`src/rtl/uart_frame_tx_sched_if.sv`:
```
// Requester and byte-transmitter signal bundle for the UART frame scheduler.
// master = requesters plus byte transmitter, slave = scheduler.
interface uart_frame_tx_sched_if #(
    parameter int NUM_REQ = 4
);
    logic [NUM_REQ-1:0]    req;
    logic [8*NUM_REQ-1:0]  req_addr;
    logic [32*NUM_REQ-1:0] req_buyprice;
    logic [32*NUM_REQ-1:0] req_sellprice;
    logic [32*NUM_REQ-1:0] req_buyvol;
    logic [32*NUM_REQ-1:0] req_sellvol;
    logic [NUM_REQ-1:0]    req_ack;
    logic                  uart_tx_dv;
    logic [7:0]            uart_tx_data;
    logic                  uart_tx_busy;
    logic                  uart_tx_done;
    logic                  frame_done;
    logic                  sched_busy;

    modport master (
        output req, req_addr, req_buyprice, req_sellprice, req_buyvol, req_sellvol,
        output uart_tx_busy, uart_tx_done,
        input  req_ack, uart_tx_dv, uart_tx_data, frame_done, sched_busy
    );

    modport slave (
        input  req, req_addr, req_buyprice, req_sellprice, req_buyvol, req_sellvol,
        input  uart_tx_busy, uart_tx_done,
        output req_ack, uart_tx_dv, uart_tx_data, frame_done, sched_busy
    );
endinterface

```
`src/rtl/uart_frame_tx_sched.sv`:
```
// Round-robin frame scheduler: latches one requester's fields, emits a 19-byte frame byte by byte.
// Grant/ack one cycle after req; each byte waits for transmitter idle (busy) and its done pulse.
module uart_frame_tx_sched #(
    parameter int         NUM_REQ    = 4,
    parameter logic [7:0] START_BYTE = 8'hF0,
    parameter logic [7:0] STOP_BYTE  = 8'h0F
) (
    input  logic                  clk,
    input  logic                  reset,
    uart_frame_tx_sched_if.slave  bus
);

    localparam int         LGW      = (NUM_REQ > 1) ? $clog2(NUM_REQ) : 1;
    localparam logic [4:0] LAST_IDX = 5'd18;

    typedef enum logic [1:0] {
        IDLE = 2'd0,
        SEND = 2'd1,
        WAIT = 2'd2
    } state_t;

    typedef struct packed {
        logic [7:0]  addr;
        logic [31:0] buyprice;
        logic [31:0] sellprice;
        logic [31:0] buyvol;
        logic [31:0] sellvol;
    } frame_t;

    state_t           state;
    logic [4:0]       byte_idx;
    logic [LGW-1:0]   last_grant;
    frame_t           frame;

    logic             grant_vld;
    logic [LGW-1:0]   grant_idx;
    frame_t           req_frame;
    logic [127:0]     payload;
    logic [3:0]       pidx;
    logic [7:0]       cur_byte;

    // Round-robin search starting one past the previous winner.
    always_comb begin
        grant_vld = 1'b0;
        grant_idx = '0;
        for (int k = 1; k <= NUM_REQ; k++) begin
            if (!grant_vld && bus.req[(int'(last_grant) + k) % NUM_REQ]) begin
                grant_vld = 1'b1;
                grant_idx = LGW'((int'(last_grant) + k) % NUM_REQ);
            end
        end
    end

    always_comb begin
        req_frame.addr      = bus.req_addr[{grant_idx, 3'b000} +: 8];
        req_frame.buyprice  = bus.req_buyprice[{grant_idx, 5'b00000} +: 32];
        req_frame.sellprice = bus.req_sellprice[{grant_idx, 5'b00000} +: 32];
        req_frame.buyvol    = bus.req_buyvol[{grant_idx, 5'b00000} +: 32];
        req_frame.sellvol   = bus.req_sellvol[{grant_idx, 5'b00000} +: 32];
    end

    // Payload bytes 2..17 walk the 128-bit word MSB first; 15-pidx == ~pidx.
    assign payload = {frame.buyprice, frame.sellprice, frame.buyvol, frame.sellvol};
    assign pidx    = 4'(byte_idx - 5'd2);

    always_comb begin
        if (byte_idx == 5'd0) begin
            cur_byte = START_BYTE;
        end else if (byte_idx == 5'd1) begin
            cur_byte = frame.addr;
        end else if (byte_idx == LAST_IDX) begin
            cur_byte = STOP_BYTE;
        end else begin
            cur_byte = payload[{~pidx, 3'b000} +: 8];
        end
    end

    always_ff @(posedge clk or posedge reset) begin
        if (reset) begin
            state            <= IDLE;
            byte_idx         <= '0;
            last_grant       <= LGW'(NUM_REQ - 1);
            frame            <= '0;
            bus.req_ack      <= '0;
            bus.uart_tx_dv   <= 1'b0;
            bus.uart_tx_data <= '0;
            bus.frame_done   <= 1'b0;
            bus.sched_busy   <= 1'b0;
        end else begin
            bus.req_ack    <= '0;
            bus.uart_tx_dv <= 1'b0;
            bus.frame_done <= 1'b0;
            unique case (state)
                IDLE: begin
                    if (grant_vld) begin
                        frame          <= req_frame;
                        bus.req_ack    <= {{(NUM_REQ-1){1'b0}}, 1'b1} << grant_idx;
                        last_grant     <= grant_idx;
                        byte_idx       <= '0;
                        state          <= SEND;
                        bus.sched_busy <= 1'b1;
                    end
                end
                SEND: begin
                    if (!bus.uart_tx_busy) begin
                        bus.uart_tx_dv   <= 1'b1;
                        bus.uart_tx_data <= cur_byte;
                        state            <= WAIT;
                    end
                end
                WAIT: begin
                    if (bus.uart_tx_done) begin
                        if (byte_idx == LAST_IDX) begin
                            bus.frame_done <= 1'b1;
                            bus.sched_busy <= 1'b0;
                            state          <= IDLE;
                        end else begin
                            byte_idx <= byte_idx + 5'd1;
                            state    <= SEND;
                        end
                    end
                end
                default: begin
                    state          <= IDLE;
                    bus.sched_busy <= 1'b0;
                end
            endcase
        end
    end

endmodule

```
`src/flat_wrapper.sv`:
```
// flat-port wrapper written by rule: the top's interface ports become plain ports
module uart_frame_tx_sched_flat 
#(
    parameter int         NUM_REQ    = 4,
    parameter logic [7:0] START_BYTE = 8'hF0,
    parameter logic [7:0] STOP_BYTE  = 8'h0F
)
  (clk, reset, bus_req, bus_req_addr, bus_req_buyprice, bus_req_sellprice, bus_req_buyvol, bus_req_sellvol, bus_uart_tx_busy, bus_uart_tx_done, bus_req_ack, bus_uart_tx_dv, bus_uart_tx_data, bus_frame_done, bus_sched_busy);
  uart_frame_tx_sched_if #(.NUM_REQ(NUM_REQ)) bus_i ();
  input  logic clk;
  input  logic reset;
  input wire logic [$bits(bus_i.req)-1:0] bus_req;
  input wire logic [$bits(bus_i.req_addr)-1:0] bus_req_addr;
  input wire logic [$bits(bus_i.req_buyprice)-1:0] bus_req_buyprice;
  input wire logic [$bits(bus_i.req_sellprice)-1:0] bus_req_sellprice;
  input wire logic [$bits(bus_i.req_buyvol)-1:0] bus_req_buyvol;
  input wire logic [$bits(bus_i.req_sellvol)-1:0] bus_req_sellvol;
  input wire logic [$bits(bus_i.uart_tx_busy)-1:0] bus_uart_tx_busy;
  input wire logic [$bits(bus_i.uart_tx_done)-1:0] bus_uart_tx_done;
  output wire logic [$bits(bus_i.req_ack)-1:0] bus_req_ack;
  output wire logic [$bits(bus_i.uart_tx_dv)-1:0] bus_uart_tx_dv;
  output wire logic [$bits(bus_i.uart_tx_data)-1:0] bus_uart_tx_data;
  output wire logic [$bits(bus_i.frame_done)-1:0] bus_frame_done;
  output wire logic [$bits(bus_i.sched_busy)-1:0] bus_sched_busy;
  assign bus_i.req = bus_req;
  assign bus_i.req_addr = bus_req_addr;
  assign bus_i.req_buyprice = bus_req_buyprice;
  assign bus_i.req_sellprice = bus_req_sellprice;
  assign bus_i.req_buyvol = bus_req_buyvol;
  assign bus_i.req_sellvol = bus_req_sellvol;
  assign bus_i.uart_tx_busy = bus_uart_tx_busy;
  assign bus_i.uart_tx_done = bus_uart_tx_done;
  assign bus_req_ack = bus_i.req_ack;
  assign bus_uart_tx_dv = bus_i.uart_tx_dv;
  assign bus_uart_tx_data = bus_i.uart_tx_data;
  assign bus_frame_done = bus_i.frame_done;
  assign bus_sched_busy = bus_i.sched_busy;
  uart_frame_tx_sched #(.NUM_REQ(NUM_REQ), .START_BYTE(START_BYTE), .STOP_BYTE(STOP_BYTE)) u_core (.clk(clk), .reset(reset), .bus(bus_i));
endmodule
```
`config.mk`:
```
export PLATFORM = sky130hd
export DESIGN_NAME = uart_frame_tx_sched_flat
export DESIGN_NICKNAME = d
export VERILOG_FILES = /design/src/rtl/uart_frame_tx_sched_if.sv /design/src/rtl/uart_frame_tx_sched.sv /design/src/flat_wrapper.sv
export SDC_FILE = /design/constraint.sdc
export NUM_CORES = 1
export LEC_CHECK = 0
export BUFFER_PORTS_ARGS = -buffer_cell sky130_fd_sc_hd__buf_2
export CAP_MARGIN = 20
export CORE_AREA = 2 2 219 221
export DETAILED_ROUTE_END_ITERATION = 6
export DIE_AREA = 0 0 221 223
export PLACE_DENSITY = 0.55
export SKIP_LAST_GASP = 1
export SYNTH_ARGS = -nofsm -noshare
export SYNTH_HDL_FRONTEND = slang
export SYNTH_SLANG_ARGS = --single-unit
```
`constraint.sdc`:
```
create_clock -name clk -period 6.7 [get_ports clk]
set_clock_uncertainty 0.15 [all_clocks]
set_input_delay 0.67 -clock clk [delete_from_list [all_inputs] [get_ports clk]]
set_output_delay 0.67 -clock clk [all_outputs]
set_load 0.01 [all_outputs]
```
### After elaboration in Yosys (flattened, before gate mapping)

Cells that the tools add are included.

* input port bits: 552
* word-level logic and storage cells: 107
* register bits after elaboration: 160

* mux-type cells: 43
* shift operators: 7
* eq/ne operators: 9
* bitwise logic cells: 7
* order comparisons: 4
* $add $sub $neg: 6
* reductions and logical operators: 18

Operators with widths (number)
* $shiftx 128x8->32: 4
* $shiftx 128x8->8: 1
* $shiftx 32x6->8: 1
* $mux 8: 3
* $mux 1: 21
* $lt 3x4->1 const B: 4
* $mux 5: 3
* $mux 2: 7
* $pmux 5 s2: 1
* $bmux 1 s2: 4
* $mux 4: 2
* $reduce_and 4->1: 2
* $reduce_or 2->1: 4
* $ne 2x2->1 const B: 3
* $pmux 2 s3: 1
* $add 5x1->5 const B: 1
* $eq 5x1->1 const B: 1
* $eq 5x5->1 const B: 1
* $logic_not 5->1: 1
* $add 2x1->2 const B: 2
* $add 2x2->2 const B: 2
* $and 1x1->1 const A: 4
* $ne 2x1->1 const B: 2
* $not 4->4: 1
* 12 further kinds: 18

### Depth between registers and ports, before layout

* depth after elaboration: 19
* depth in mapped cells: 12
* gate-level depth less buffers: 7

### Worst setup path before layout

No wires, ideal clock.

* kind: register to register
* from: reg u_core.byte_idx[1]
* to: reg u_core.bus.uart_tx_data[4]
* cell stages (with the launch flop): 12
* arrival time: 2629 ps
* data required time: 6429 ps
* path slack: 3800 ps
* cells stage by stage: dfrtp_1 > buf_2 > buf_2 > buf_2 > inv_1 > ha_1 > clkbuf_1 > clkbuf_1 > clkbuf_1 > mux2i_1 > nor2_1 > o22a_1

* cells in the longest elaborated chain, start to end: 6

Ends and longest elaborated chain
* from (decl): line uart_frame_tx_sched.sv:31 `logic [4:0] byte_idx;`
* from (signal assigned): line uart_frame_tx_sched.sv:118 `byte_idx <= byte_idx + 5'd1;`
* $sub 4x2->4: line uart_frame_tx_sched.sv:64 `assign pidx = 4'(byte_idx - 5'd2);`
* $not 4->4: line uart_frame_tx_sched.sv:74 `cur_byte = payload[{~pidx, 3'b000} +: 8];`
* $shiftx 128x8->8: line uart_frame_tx_sched.sv:74
* $mux 8: line uart_frame_tx_sched.sv:71 `end else if (byte_idx == LAST_IDX) begin`
* $mux 8: line uart_frame_tx_sched.sv:69 `end else if (byte_idx == 5'd1) begin`
* $mux 8 (*): line uart_frame_tx_sched.sv:67 `if (byte_idx == 5'd0) begin`
* to (signal assigned): line uart_frame_tx_sched.sv:107 `bus.uart_tx_data <= cur_byte;`
* to (decl): line uart_frame_tx_sched_if.sv:29 `output req_ack, uart_tx_dv, uart_tx_data, frame_done, sched_busy`

Mark *: on every way between the ends. The rest lies on a longest branch, timed or not.
A chain may end at the register's enable or synchronous reset.

### Final worst setup path

* from: reg u_core.last_grant[1]
* to: reg u_core.frame[54] (netlist name)

* cells in the longest elaborated chain, start to end: 15

Ends and longest elaborated chain
* from (decl): line uart_frame_tx_sched.sv:32 `logic [LGW-1:0] last_grant;`
* from (signal assigned): line uart_frame_tx_sched.sv:82 `last_grant <= LGW'(NUM_REQ - 1);`
* from (signal assigned): line uart_frame_tx_sched.sv:98 `last_grant <= grant_idx;`
* $add 2x1->2: line uart_frame_tx_sched.sv:47, uart_frame_tx_sched.sv:49
* $bmux 1 s2: line uart_frame_tx_sched.sv:47 `if (!grant_vld && bus.req[(int'(last_grant) + k) % NUM_REQ]) begin`
* $mux 1 (not written as such) (2 in series): line uart_frame_tx_sched.sv:47
* $mux 1: line uart_frame_tx_sched.sv:47
* $logic_not 1->1: line uart_frame_tx_sched.sv:47
* $logic_and 1x1->1: line uart_frame_tx_sched.sv:47
* $mux 1: line uart_frame_tx_sched.sv:47
* $logic_not 1->1: line uart_frame_tx_sched.sv:47
* $logic_and 1x1->1: line uart_frame_tx_sched.sv:47
* $mux 1: line uart_frame_tx_sched.sv:47
* $logic_not 1->1: line uart_frame_tx_sched.sv:47
* $logic_and 1x1->1: line uart_frame_tx_sched.sv:47
* $mux 2 / $mux 1 (equally long branches): line uart_frame_tx_sched.sv:47
* $shiftx 128x8->32 / $reduce_and 2->1 (equally long branches)
* to (signal assigned): line uart_frame_tx_sched.sv:96 `frame <= req_frame;`
* to (decl): line uart_frame_tx_sched.sv:33 `frame_t frame;`

Parallel ways exist; a longest one is shown, timed or not. The select of a mux whose other input is x is not followed.

==> qor.yml <==
slew_headroom_pct: 26.5
hold_path_class: "primary input to async pin"
worst-setup-path-type: "flop to flop"
numCtsBuffers: 17
tightest_slew_ps: 1100
rsz0062_at_grt: "false"
fin_crit_sh_pct: 50.6
nNetsFinal: 2218
slowest_stage: "dfstp_2"
syn_nets: 1752
yosys.area.top_type: "dfrtp_1"
num-fill-cells: 4904
wl_per_cell_um: 23.5
cts_tree: "built"
h-tree-depth: 4
cp_data_arrival_time_ps: 3560
vias: 12400
min_period_ps: 3390
grt_usage_pct: 21.3
synth-seq-cells: 160
synth_warnings: 0
die_w_um: 221
ys_top_cells_by_count: "dfrtp_1, o21ai_0, a221o_1, o22a_1, clkbuf_1"
drive_gt1_share_pct: 45.4
synth_edf_count: 0
cpMostUsedCell: "mux2i_1"
drt_iter0_drc: 902
final-hold-violation-count: 0
yosys-top-cells-area: "dfrtp_1, a221o_1, o22a_1"
remaining_drc_errors: 0
ant_nets: 0
syn_area_per_cell_um2: 9.53
clock_path_buffers: 2
worstPathRequired_ps: 6870
cts_sinks: 160
cpPeakStageDelay_ps: 730
start_kind: "flop"
dp_hpwl_um: 40200
ys_seq_area_share_pct: 35.2
power.density_nw_per_um2: 448
grt_pass1_wl_um: 79500
routabilityCongestion: 0.861
core_area_um2: 47100
clk_pin_slew_ps: 80
die_area_um2: 49300
setup_violations: 0
clk_latency_ps: 460
syn_to_final_growth_pct: 34.0
worst_ir_drop_vdd_mv: 0.240
grt_max_degree: 101
hold_buffers: 0
die_h_um: 223
slew_viol_final: 0
yosysUniqueCellTypes: 52
syn_area_um2: 11400
netlist_instances: 1194
endpoint_kind: "flop"
vias_per_cell: 5.40
maxCapViolations: 0
async_flop_share_pct: 100
root_buffer: "clkbuf_16"
port_buffers: 566
synth.most_common_cell: "dfrtp_1"
crit_family: "multiplexers"
whs_ps: 162
grt_remaining_overflow: 0
post_cts_resized: 0
critPathMaxFanout: 27
grt_antenna_before_repair: 7
setup_tns_ps: 0
post_cts_buffers: 0
rows: 80
status: "completed"
worst-path-buf-inv: 1
crit_chain: "mux2i_1 -> o2bb2ai_4 -> nor2_4 -> buf_4 -> mux2i_1 -> o22ai_1"
finalWirelength_um: 53800
dr.pass1.iters: 5
grt_pass1_vias: 12700
post-synth-top-area-fraction_pct: 34.8
synth_ff_type: "dfrtp_1"
pin_count: 567
start_util_pct: 24.1
ff2ff_setup_slack_ps: 3310
fmax_mhz: 295
cellLeakagePower_nw: 6.49
flip-flops by register name, indices dropped and copies added (netlist names):
name and flops:
u_core.byte_idx 5, u_core.bus.uart_tx_dv 1, u_core.frame 136, u_core.bus.uart_tx_data 8, u_core.bus.sched_busy 1, u_core.last_grant 2
u_core.bus.req_ack 4, u_core.state 2, u_core.bus.frame_done 1
final timing paths:
path	from	end	cells past startpoint
max	u_core.last_grant[1]	u_core.frame[54]	6
min	reset	u_core.frame[100]	2
max reg2reg	u_core.last_grant[1]	u_core.frame[54]	6
min reg2reg	u_core.bus.uart_tx_data[3]	u_core.bus.uart_tx_data[3]	2
max in group asynchronous	reset	u_core.byte_idx[0]	3
min in group clk	bus_uart_tx_done	u_core.state[1]	2
power by group:
group / internal, W / leakage [nW] / total, W / switching (W)
clock: 0.000598 / 0.298 / 0.00107 / 0.000472
combinational: 0.00163 / 4.38 / 0.00386 / 0.00223
sequential: 0.00145 / 1.81 / 0.00189 / 0.000443
total: 0.00368 / 6.49 / 0.00683 / 0.00315
metrics by stage:
step	worst slack [ps]	power [W]	utilization, %	std cells	cell area [um2]
after floorplan	1560	0.00444	-	1194	11400
after global placement	3100	0.00571	30.9	2255	14600
after detailed placement	3020	0.00580	30.9	2255	14600
after CTS	3210	0.00691	32.3	2287	15200
after global routing	3150	0.00733	32.3	2291	15200
final	3310	0.00683	32.3	2291	15200
layout by cell type (no fill, tap or decap), types with 5 or more instances in the layout:
master,n
inv_1,11
a2111oi_0,10
a221oi_1,37
buf_2,566
and2_1,11
a21oi_2,79
a21oi_1,26
o21ai_0,152
ha_1,6
nand2_1,18
mux4_2,24
a211oi_1,5
mux2i_1,43
buf_4,26
o22ai_1,42
a221o_1,103
inv_6,7
dfrtp_1,156
nor2_1,54
nand2b_1,5
nor3_1,12
clkbuf_16,17
nand3_1,99
mux2_2,12
o22a_1,103
kinds of logic after synthesis:
family	count (synthesis)	synth area share [%]
compound gates	570	38.2
xor+xnor	3	0.231
fa+ha+maj	6	0.660
buf+inv	159	6.56
flops	160	35.2
mux	79	9.72
simple gates	217	9.41
metal layers:
layer	share of wire (%)	vias up	global-route usage [%]	wire length [um]
li1	-	5692	-	-
met1	43	6120	27.4	23300
met2	50	493	37.0	26800
met3	4.8	56	3.91	2580
met4	2.0	0	5.43	1070
met5	0	-	0	0
final cells by class:
class | count | area (um2) | share of cell area [%]
multi-input combinational | 875 | 6720 | 44.1
sequential | 160 | 4010 | 26.3
timing repair buffer | 593 | 3060 | 20.0
tap | 615 | 769 | 5.05
clock buffer | 17 | 425 | 2.79
clock inverter | 15 | 195 | 1.28
inverter | 13 | 56.3 | 0.369
antenna | 3 | 7.51 | 0.0493
(Power assumes the default switching activity.)
